[src/rtl/fetch_pc_unit_if.sv]
// Bundle between the fetch PC unit and its neighbours: icache, branch
// predictor, execute redirect and the IF/ID output stage.
interface fetch_pc_unit_if;
    logic        ihit;
    logic [31:0] iload;
    logic        take_br;
    logic [31:0] br_target;
    logic        stall;
    logic        redirect;
    logic [31:0] redirect_pc;
    logic        iREN;
    logic [31:0] iaddr;
    logic [1:0]  r_index;
    logic        if_valid;
    logic [31:0] if_instr;
    logic [31:0] if_pc;
    logic [31:0] if_npc;
    logic        if_pred_taken;
    logic [31:0] if_pred_target;
    logic        halted;

    modport master (
        input  ihit, iload, take_br, br_target, stall, redirect, redirect_pc,
        output iREN, iaddr, r_index, if_valid, if_instr, if_pc, if_npc,
               if_pred_taken, if_pred_target, halted
    );

    modport slave (
        output ihit, iload, take_br, br_target, stall, redirect, redirect_pc,
        input  iREN, iaddr, r_index, if_valid, if_instr, if_pc, if_npc,
               if_pred_taken, if_pred_target, halted
    );
endinterface

[src/rtl/fetch_pc_unit.sv]
// Instruction-fetch front end: owns the PC, requests the icache, consults the
// branch predictor and holds one fetched instruction for the IF/ID latch.
module fetch_pc_unit #(
    parameter logic [31:0] RESET_PC = 32'h0000_0000
) (
    input  logic              CLK,
    input  logic              RST,
    fetch_pc_unit_if.master   bus
);

    typedef enum logic {FETCH, HALTED} state_t;

    state_t      state;
    state_t      next_state;
    logic [31:0] pc;
    logic [31:0] pc_plus4;
    logic        fetch_en;
    logic        accept;
    logic        is_halt;

    logic        if_valid;
    logic [31:0] if_instr;
    logic [31:0] if_pc;
    logic [31:0] if_npc;
    logic        if_pred_taken;
    logic [31:0] if_pred_target;

    assign pc_plus4 = pc + 32'd4;
    assign is_halt  = (bus.iload[31:26] == 6'b111111);

    always_ff @(posedge CLK) begin
        if (RST) state <= FETCH;
        else     state <= next_state;
    end

    // No path from ihit into iREN: the request only depends on state, stall and redirect.
    always_comb begin
        next_state = state;
        fetch_en   = !RST && (state == FETCH) && !bus.redirect && (!if_valid || !bus.stall);
        accept     = fetch_en && bus.ihit;
        if (bus.redirect)
            next_state = FETCH;
        else if (accept && is_halt)
            next_state = HALTED;
    end

    always_ff @(posedge CLK) begin
        if (RST) begin
            pc             <= RESET_PC & ~32'h3;
            if_valid       <= 1'b0;
            if_instr       <= '0;
            if_pc          <= '0;
            if_npc         <= '0;
            if_pred_taken  <= 1'b0;
            if_pred_target <= '0;
        end else if (bus.redirect) begin
            pc       <= bus.redirect_pc & ~32'h3;
            if_valid <= 1'b0;
        end else if (accept) begin
            if_valid       <= 1'b1;
            if_instr       <= bus.iload;
            if_pc          <= pc;
            if_npc         <= pc_plus4;
            if_pred_taken  <= bus.take_br;
            if_pred_target <= bus.br_target & ~32'h3;
            pc             <= bus.take_br ? (bus.br_target & ~32'h3) : pc_plus4;
        end else if (if_valid && !bus.stall) begin
            if_valid <= 1'b0;
        end
    end

    assign bus.iREN           = fetch_en;
    assign bus.iaddr          = pc;
    assign bus.r_index        = pc[3:2];
    assign bus.halted         = !RST && (state == HALTED);
    assign bus.if_valid       = if_valid;
    assign bus.if_instr       = if_instr;
    assign bus.if_pc          = if_pc;
    assign bus.if_npc         = if_npc;
    assign bus.if_pred_taken  = if_pred_taken;
    assign bus.if_pred_target = if_pred_target;

endmodule

[src/flat_wrapper.sv]
// flat-port wrapper written by rule: the top's interface ports become plain ports
module fetch_pc_unit_flat 
#(
    parameter logic [31:0] RESET_PC = 32'h0000_0000
)
  (CLK, RST, bus_ihit, bus_iload, bus_take_br, bus_br_target, bus_stall, bus_redirect, bus_redirect_pc, bus_iREN, bus_iaddr, bus_r_index, bus_if_valid, bus_if_instr, bus_if_pc, bus_if_npc, bus_if_pred_taken, bus_if_pred_target, bus_halted);
  fetch_pc_unit_if bus_i ();
  input  logic CLK;
  input  logic RST;
  input wire logic [$bits(bus_i.ihit)-1:0] bus_ihit;
  input wire logic [$bits(bus_i.iload)-1:0] bus_iload;
  input wire logic [$bits(bus_i.take_br)-1:0] bus_take_br;
  input wire logic [$bits(bus_i.br_target)-1:0] bus_br_target;
  input wire logic [$bits(bus_i.stall)-1:0] bus_stall;
  input wire logic [$bits(bus_i.redirect)-1:0] bus_redirect;
  input wire logic [$bits(bus_i.redirect_pc)-1:0] bus_redirect_pc;
  output wire logic [$bits(bus_i.iREN)-1:0] bus_iREN;
  output wire logic [$bits(bus_i.iaddr)-1:0] bus_iaddr;
  output wire logic [$bits(bus_i.r_index)-1:0] bus_r_index;
  output wire logic [$bits(bus_i.if_valid)-1:0] bus_if_valid;
  output wire logic [$bits(bus_i.if_instr)-1:0] bus_if_instr;
  output wire logic [$bits(bus_i.if_pc)-1:0] bus_if_pc;
  output wire logic [$bits(bus_i.if_npc)-1:0] bus_if_npc;
  output wire logic [$bits(bus_i.if_pred_taken)-1:0] bus_if_pred_taken;
  output wire logic [$bits(bus_i.if_pred_target)-1:0] bus_if_pred_target;
  output wire logic [$bits(bus_i.halted)-1:0] bus_halted;
  assign bus_i.ihit = bus_ihit;
  assign bus_i.iload = bus_iload;
  assign bus_i.take_br = bus_take_br;
  assign bus_i.br_target = bus_br_target;
  assign bus_i.stall = bus_stall;
  assign bus_i.redirect = bus_redirect;
  assign bus_i.redirect_pc = bus_redirect_pc;
  assign bus_iREN = bus_i.iREN;
  assign bus_iaddr = bus_i.iaddr;
  assign bus_r_index = bus_i.r_index;
  assign bus_if_valid = bus_i.if_valid;
  assign bus_if_instr = bus_i.if_instr;
  assign bus_if_pc = bus_i.if_pc;
  assign bus_if_npc = bus_i.if_npc;
  assign bus_if_pred_taken = bus_i.if_pred_taken;
  assign bus_if_pred_target = bus_i.if_pred_target;
  assign bus_halted = bus_i.halted;
  fetch_pc_unit #(.RESET_PC(RESET_PC)) u_core (.CLK(CLK), .RST(RST), .bus(bus_i));
endmodule
[config.mk]
export PLATFORM = sky130hd
export DESIGN_NAME = fetch_pc_unit_flat
export DESIGN_NICKNAME = d
export VERILOG_FILES = /design/src/rtl/fetch_pc_unit_if.sv /design/src/rtl/fetch_pc_unit.sv /design/src/flat_wrapper.sv
export SDC_FILE = /design/constraint.sdc
export NUM_CORES = 1
export LEC_CHECK = 0
export ABC_AREA = 1
export CORE_UTILIZATION = 45
export CTS_BUF_LIST = sky130_fd_sc_hd__clkbuf_8
export DETAILED_ROUTE_END_ITERATION = 12
export PLACE_DENSITY = 0.87
export SLEW_MARGIN = 20
export SYNTH_ARGS = -nofsm -noshare
export SYNTH_HDL_FRONTEND = slang
export SYNTH_SLANG_ARGS = --single-unit
[constraint.sdc]
create_clock -name CLK -period 2.22 [get_ports CLK]
set_clock_uncertainty 0.15 [all_clocks]
set_input_delay 0.444 -clock CLK [delete_from_list [all_inputs] [get_ports CLK]]
set_output_delay 0.444 -clock CLK [all_outputs]
set_load 0.02 [all_outputs]
# Yosys cells after proc, flatten, opt, wreduce, memory -nomap -nowiden
# Cells that the tools add are included.
dict set report word_totals {
  ff_bits 161
  inputBits 102
  output_inout_bits 166
  elab_cells 34
}
dict set report op_classes {
  add_sub_neg 1
  eq_ne 1
  n_mux 5
  bitwise_logic 2
  reduce_logical 16
}
# cell count
set ops {}
lappend ops {{$mux W32} 3}
lappend ops {{$add A32 B3 Y32 const B} 1}
lappend ops {{$logic_and A1 B1 Y1} 7}
lappend ops {{$eq A6 B6 Y1 const B} 1}
lappend ops {{$logic_not A1 Y1} 4}
lappend ops {{$reduce_bool A2 Y1} 2}
lappend ops {{$mux W1} 2}
lappend ops {{$not A1 Y1} 2}
lappend ops {{$reduce_and A2 Y1} 1}
lappend ops {{$reduce_or A2 Y1} 1}
lappend ops {{$logic_or A1 B1 Y1} 1}

# Logic depth before layout (Yosys ltp)
dict set report depth {
  ltp_word 7
  ltp_mapped 11
  depth_no_buf 11
}

# Worst setup path after synthesis
# OpenSTA, ideal clock, no wires.
dict set report synth_timing {
  kind {register to register}
  from {reg u_core.pc[2], in the netlist u_core.bus.iaddr[2]}
  to {reg u_core.if_npc[16], in the netlist u_core.bus.if_npc[16]}
  setup_ns 0.114
  arrival_time_ns 1.618
  required_time_ns 1.956
  setup_slack_ns 0.338
  path_stages_with_launch 8
  n_path_buf 0
  synth_period_minus_slack_ns 1.882
  cell_sequence {dfxtp_1 -> ha_1 -> nand3_1 -> nor2_1 -> nand3_1 -> xor2_1 -> o21bai_1 -> inv_1}
}
dict set report synth_via {
  elab_chain_len 1
}
# item line_no
set synth_rtl {}
lappend synth_rtl {{from (decl)} fetch_pc_unit.sv:15} ;# logic [31:0] pc;
lappend synth_rtl {{from (signal assigned)} fetch_pc_unit.sv:49} ;# pc <= RESET_PC & ~32'h3;
lappend synth_rtl {{from (signal assigned)} fetch_pc_unit.sv:57} ;# pc <= bus.redirect_pc & ~32'h3;
lappend synth_rtl {{from (signal assigned)} fetch_pc_unit.sv:66} ;# pc <= bus.take_br ? (bus.br_target & ~32'h3) : pc_plus4;
lappend synth_rtl {{$add A32 B3 Y32} fetch_pc_unit.sv:28} ;# assign pc_plus4 = pc + 32'd4;
lappend synth_rtl {{to (signal assigned)} fetch_pc_unit.sv:63} ;# if_npc <= pc_plus4;
lappend synth_rtl {{to (decl)} fetch_pc_unit.sv:24} ;# logic [31:0] if_npc;
# No other way between the ends.
# A chain may end at the register's enable or synchronous reset.

# Worst setup path in the final report
dict set report layout_timing {
  from {reg u_core.pc[13], in the netlist u_core.bus.iaddr[13]}
  to {out bus_iaddr[13]}
}
# item line_no
set layout_lines {}
lappend layout_lines {{to (decl)} flat_wrapper.sv:18} ;# output wire logic [$bits(bus_i.iaddr)-1:0] bus_iaddr;
# No word-level cell between the ends.

==> results.yml <==
cts:
  clock_latency_ps: 460
  htreeDepth: 4
  tritoncts: "built"
  clkSlewWorstSetupHoldPaths_ps: 90
  cts-buffers-inserted: 17
  cts_hold_buffers: 0
  root_buffer: "clkbuf_8"
  ctsLongestPathBuffers: 2
  cts_sinks: 159
layout:
  final_cells: 1453
  num-fill-cells: 1200
  syn2layout_area_growth_pct: 51.1
  drive_gt1_share_pct: 6.54
  antenna_cells: 0
  nNetsFinal: 1359
global_routing:
  grtUsageMet3_pct: 9.22
  grt_max_degree: 57
  track_usage_pct: 30.8
  grt.met1_usage_pct: 37.9
  use_met2_pct: 49.9
  top_usage_layer: "met2"
  grt_pass1_vias: 7265
  grt_pass1_wl_um: 37700
  overflow: 0
  antenna_found_initial: 0
timing:
  fmax_mhz: 456
  period_needed_ps: 2190
  relSlewSlack_pct: 57.8
  finalCritPeriodShare_pct: 98.7
  fin_hold_ws_ps: 290
  fin_tns_setup_ps: 0
  tightest_slew_ps: 634
  hold_viol_final: 0
  report.final.setup_viol: 0
  drv_slew: 0
floorplanning:
  core.rowCount: 44
  ios: 268
  die_w_um: 126
  chipHeight_um: 126
  core_um2: 14800
  die-area_um2: 15800
  start_util_pct: 46.7
yosys:
  synth.distinct_cells: 27
  synth_top_area_cell: "dfxtp_1"
  yosysWarningCount: 0
  syn_inst: 996
  synth.top_cells.by_area: "dfxtp_1 (46%), nand2_1 (16%), a21oi_1 (9.2%)"
  synth_area_um2: 6890
  ys_seq_area_share_pct: 46.2
  synth_top_cell_area_share_pct: 46.2
  ys_ff_latch: 159
  synth_area_per_cell_um2: 6.91
routing:
  dr.pass1.iters: 7
  ant_nets: 0
  post-route-drc-count: 0
  wl_um: 24200
  drt_iter0_drc: 667
  wl_per_cell_um: 16.6
  vias: 7583
  vias_per_cell: 5.22
place:
  port_buffers: 261
  place_hpwl_um: 17800
  place.gp.congestion: 0.946
  dp_cells: 1421
power:
  p_seq_share_pct: 46.3
  swShare_pct: 27.2
  p_per_area_nw_per_um2: 641
  clock_power_share_pct: 36.7
  peakVddDrop_mv: 0.417
  switchingPower_mw: 1.81
  leakage_nw: 4.30
  intPower_mw: 4.85
  p_total_mw: 6.67
  power.share.combinational_pct: 17.0
job:
  maxCapViolations: 0
setup_path:
  path_delay_family: "buffers and inverters"
  rr_worst_depth: 7
  cp.required_ps: 1630
  critical_path_class: "reg2out"
  cp.arrival_ps: 1600
  cpPeakStageDelay_ps: 660
  critical_path.slowest_cell: "clkdlybuf4s50_1"
  crit-reg2reg-launch: "u_core.bus.iaddr[2]$_SDFFE_PP0P_"
  crit_chain: "clkdlybuf4s50_1"
  r2r_slack_ps: 120
  critPathCaptureType: "output port"
  critPathBufInv: 1
  cp_max_fo: 4
  r2r_end: "u_core.bus.iaddr[16]$_SDFFE_PP0P_"
  critPathLaunchType: "flop"
worst_hold_path:
  whs_endpoint: "u_core.bus.iaddr[1]$_SDFFE_PP0P_"
  min_path_cells: 5
  hold_path.class: "in2reg"
  hold_start: "RST"
status:
  status: "finished clean"
registers in the layout (all words and copies together) (netlist names):
| signal | cells |
|---|---|
| u_core.bus.iaddr | 32 |
| u_core.bus.if_valid | 1 |
| u_core.state | 1 |
| u_core.bus.if_pred_target | 30 |
| u_core.bus.if_pc | 30 |
| u_core.bus.if_npc | 32 |
| u_core.bus.if_pred_taken | 1 |
| u_core.bus.if_instr | 32 |
cells in the mapped netlist:
cell type	number
o21ai_0	91
nor2_1	108
o211ai_1	1
inv_2	2
nand4_1	5
o21a_1	3
dfxtp_1	159
xnor2_1	1
nand3b_1	1
a21oi_1	127
nor2_4	1
conb_1	1
a31oi_1	2
nand4_4	1
buf_4	8
o21bai_1	18
nand3_1	30
inv_1	78
o221ai_1	1
ha_1	1
clkinv_1	1
clkbuf_1	32
nor2_2	1
xor2_1	10
nand2_1	290
buf_2	17
buf_1	6
power by group through the flow:
stage	clock, mW	combinational, mW	sequential [mW]
6_report	2.45	1.13	3.09
5_1_grt	2.61	1.21	3.10
4_1_cts	2.48	1.13	3.08
3_5_place_dp	0	1.12	3.15
3_3_place_gp	0	1.11	3.14
2_1_floorplan	0	0.354	3.28
metal layers:
layer,part of all wire (%),wire [µm],up-vias
li1,-,-,3695
met1,41,10000,3459
met2,46,11200,362
met3,8.7,2100,67
met4,3.5,849,0
met5,0,0,-
placed cells by master (no fill, tap or decap), types with 2 or more instances in the layout:
| master | n |
|---|---|
| dlymetal6s2s_1 | 11 |
| clkinvlp_4 | 4 |
| a21oi_1 | 127 |
| conb_1 | 2 |
| a31oi_1 | 2 |
| nand2_1 | 290 |
| inv_2 | 2 |
| o21bai_1 | 18 |
| clkdlybuf4s50_1 | 246 |
| clkbuf_8 | 17 |
| nand4_1 | 5 |
| nand3_1 | 30 |
| xor2_1 | 10 |
| o21ai_0 | 91 |
| dfxtp_2 | 3 |
| inv_1 | 78 |
| clkinv_4 | 3 |
| o21a_1 | 3 |
| clkinv_2 | 2 |
| buf_4 | 29 |
| bufinv_16 | 5 |
| dfxtp_1 | 156 |
| buf_12 | 13 |
| nor2_1 | 108 |
| dlygate4sd2_1 | 3 |
per-stage QoR:
step / setup slack [ps] / util (%) / instance area (µm²)
final: 28.0 / 70.5 / 10400
after global routing: -13.6 / 70.5 / 10400
after CTS: 4.44 / 70.3 / 10400
after detailed placement: -206 / 67.2 / 9920
after global placement: -164 / 67.2 / 9920
after floorplan: 338 / - / 6890
how the worst max path moves through the flow:
| stage | depth (start not counted) | end | from | slack, ps |
|---|---|---|---|---|
| 6_report | 1 | bus_iaddr[13] | u_core.bus.iaddr[13]$_SDFFE_PP0P_ | 30 |
| 5_1_grt | 1 | bus_iaddr[13] | u_core.bus.iaddr[13]$_SDFFE_PP0P_ | -10 |
| 4_1_cts | 1 | bus_iaddr[18] | u_core.bus.iaddr[18]$_SDFFE_PP0P_ | 4 |
| 3_5_place_dp | 5 | bus_iREN | bus_redirect | -210 |
| 3_3_place_gp | 5 | bus_iREN | bus_redirect | -160 |
| 2_1_floorplan | 7 | u_core.bus.if_npc[16]$_SDFFE_PP0P_ | u_core.bus.iaddr[2]$_SDFFE_PP0P_ | 340 |
layout make-up:
cell class	instances	area (µm²)	share of cell area [%]
clock inverters	15	220	2.12
repair buffers	303	3110	29.9
well taps	184	230	2.21
multi-input cells	694	3120	29.9
flip-flops and latches	159	3190	30.6
clock buffers	17	234	2.25
inverters	81	307	2.95
repair_timing:
item / 4_1_cts / 5_1_grt
resized for setup: 6 / 11
setup endpoints to repair: 6 / 11
buffers inserted: 0 / 0
cells by family (layout without fill, tap and decap cells):
family	after synthesis	after routing	share of synthesized area (%)
DFF	159	159	46.2
AOI/OAI and AO/OA	243	243	18.6
adders and majority gates	1	1	0.182
other	1	2	0.0545
buffers and inverters	144	416	8.59
and+or+nand+nor	437	437	25.0
xor gates and xnor gates	11	11	1.40
Note: power is estimated with default switching activity, not from simulation.
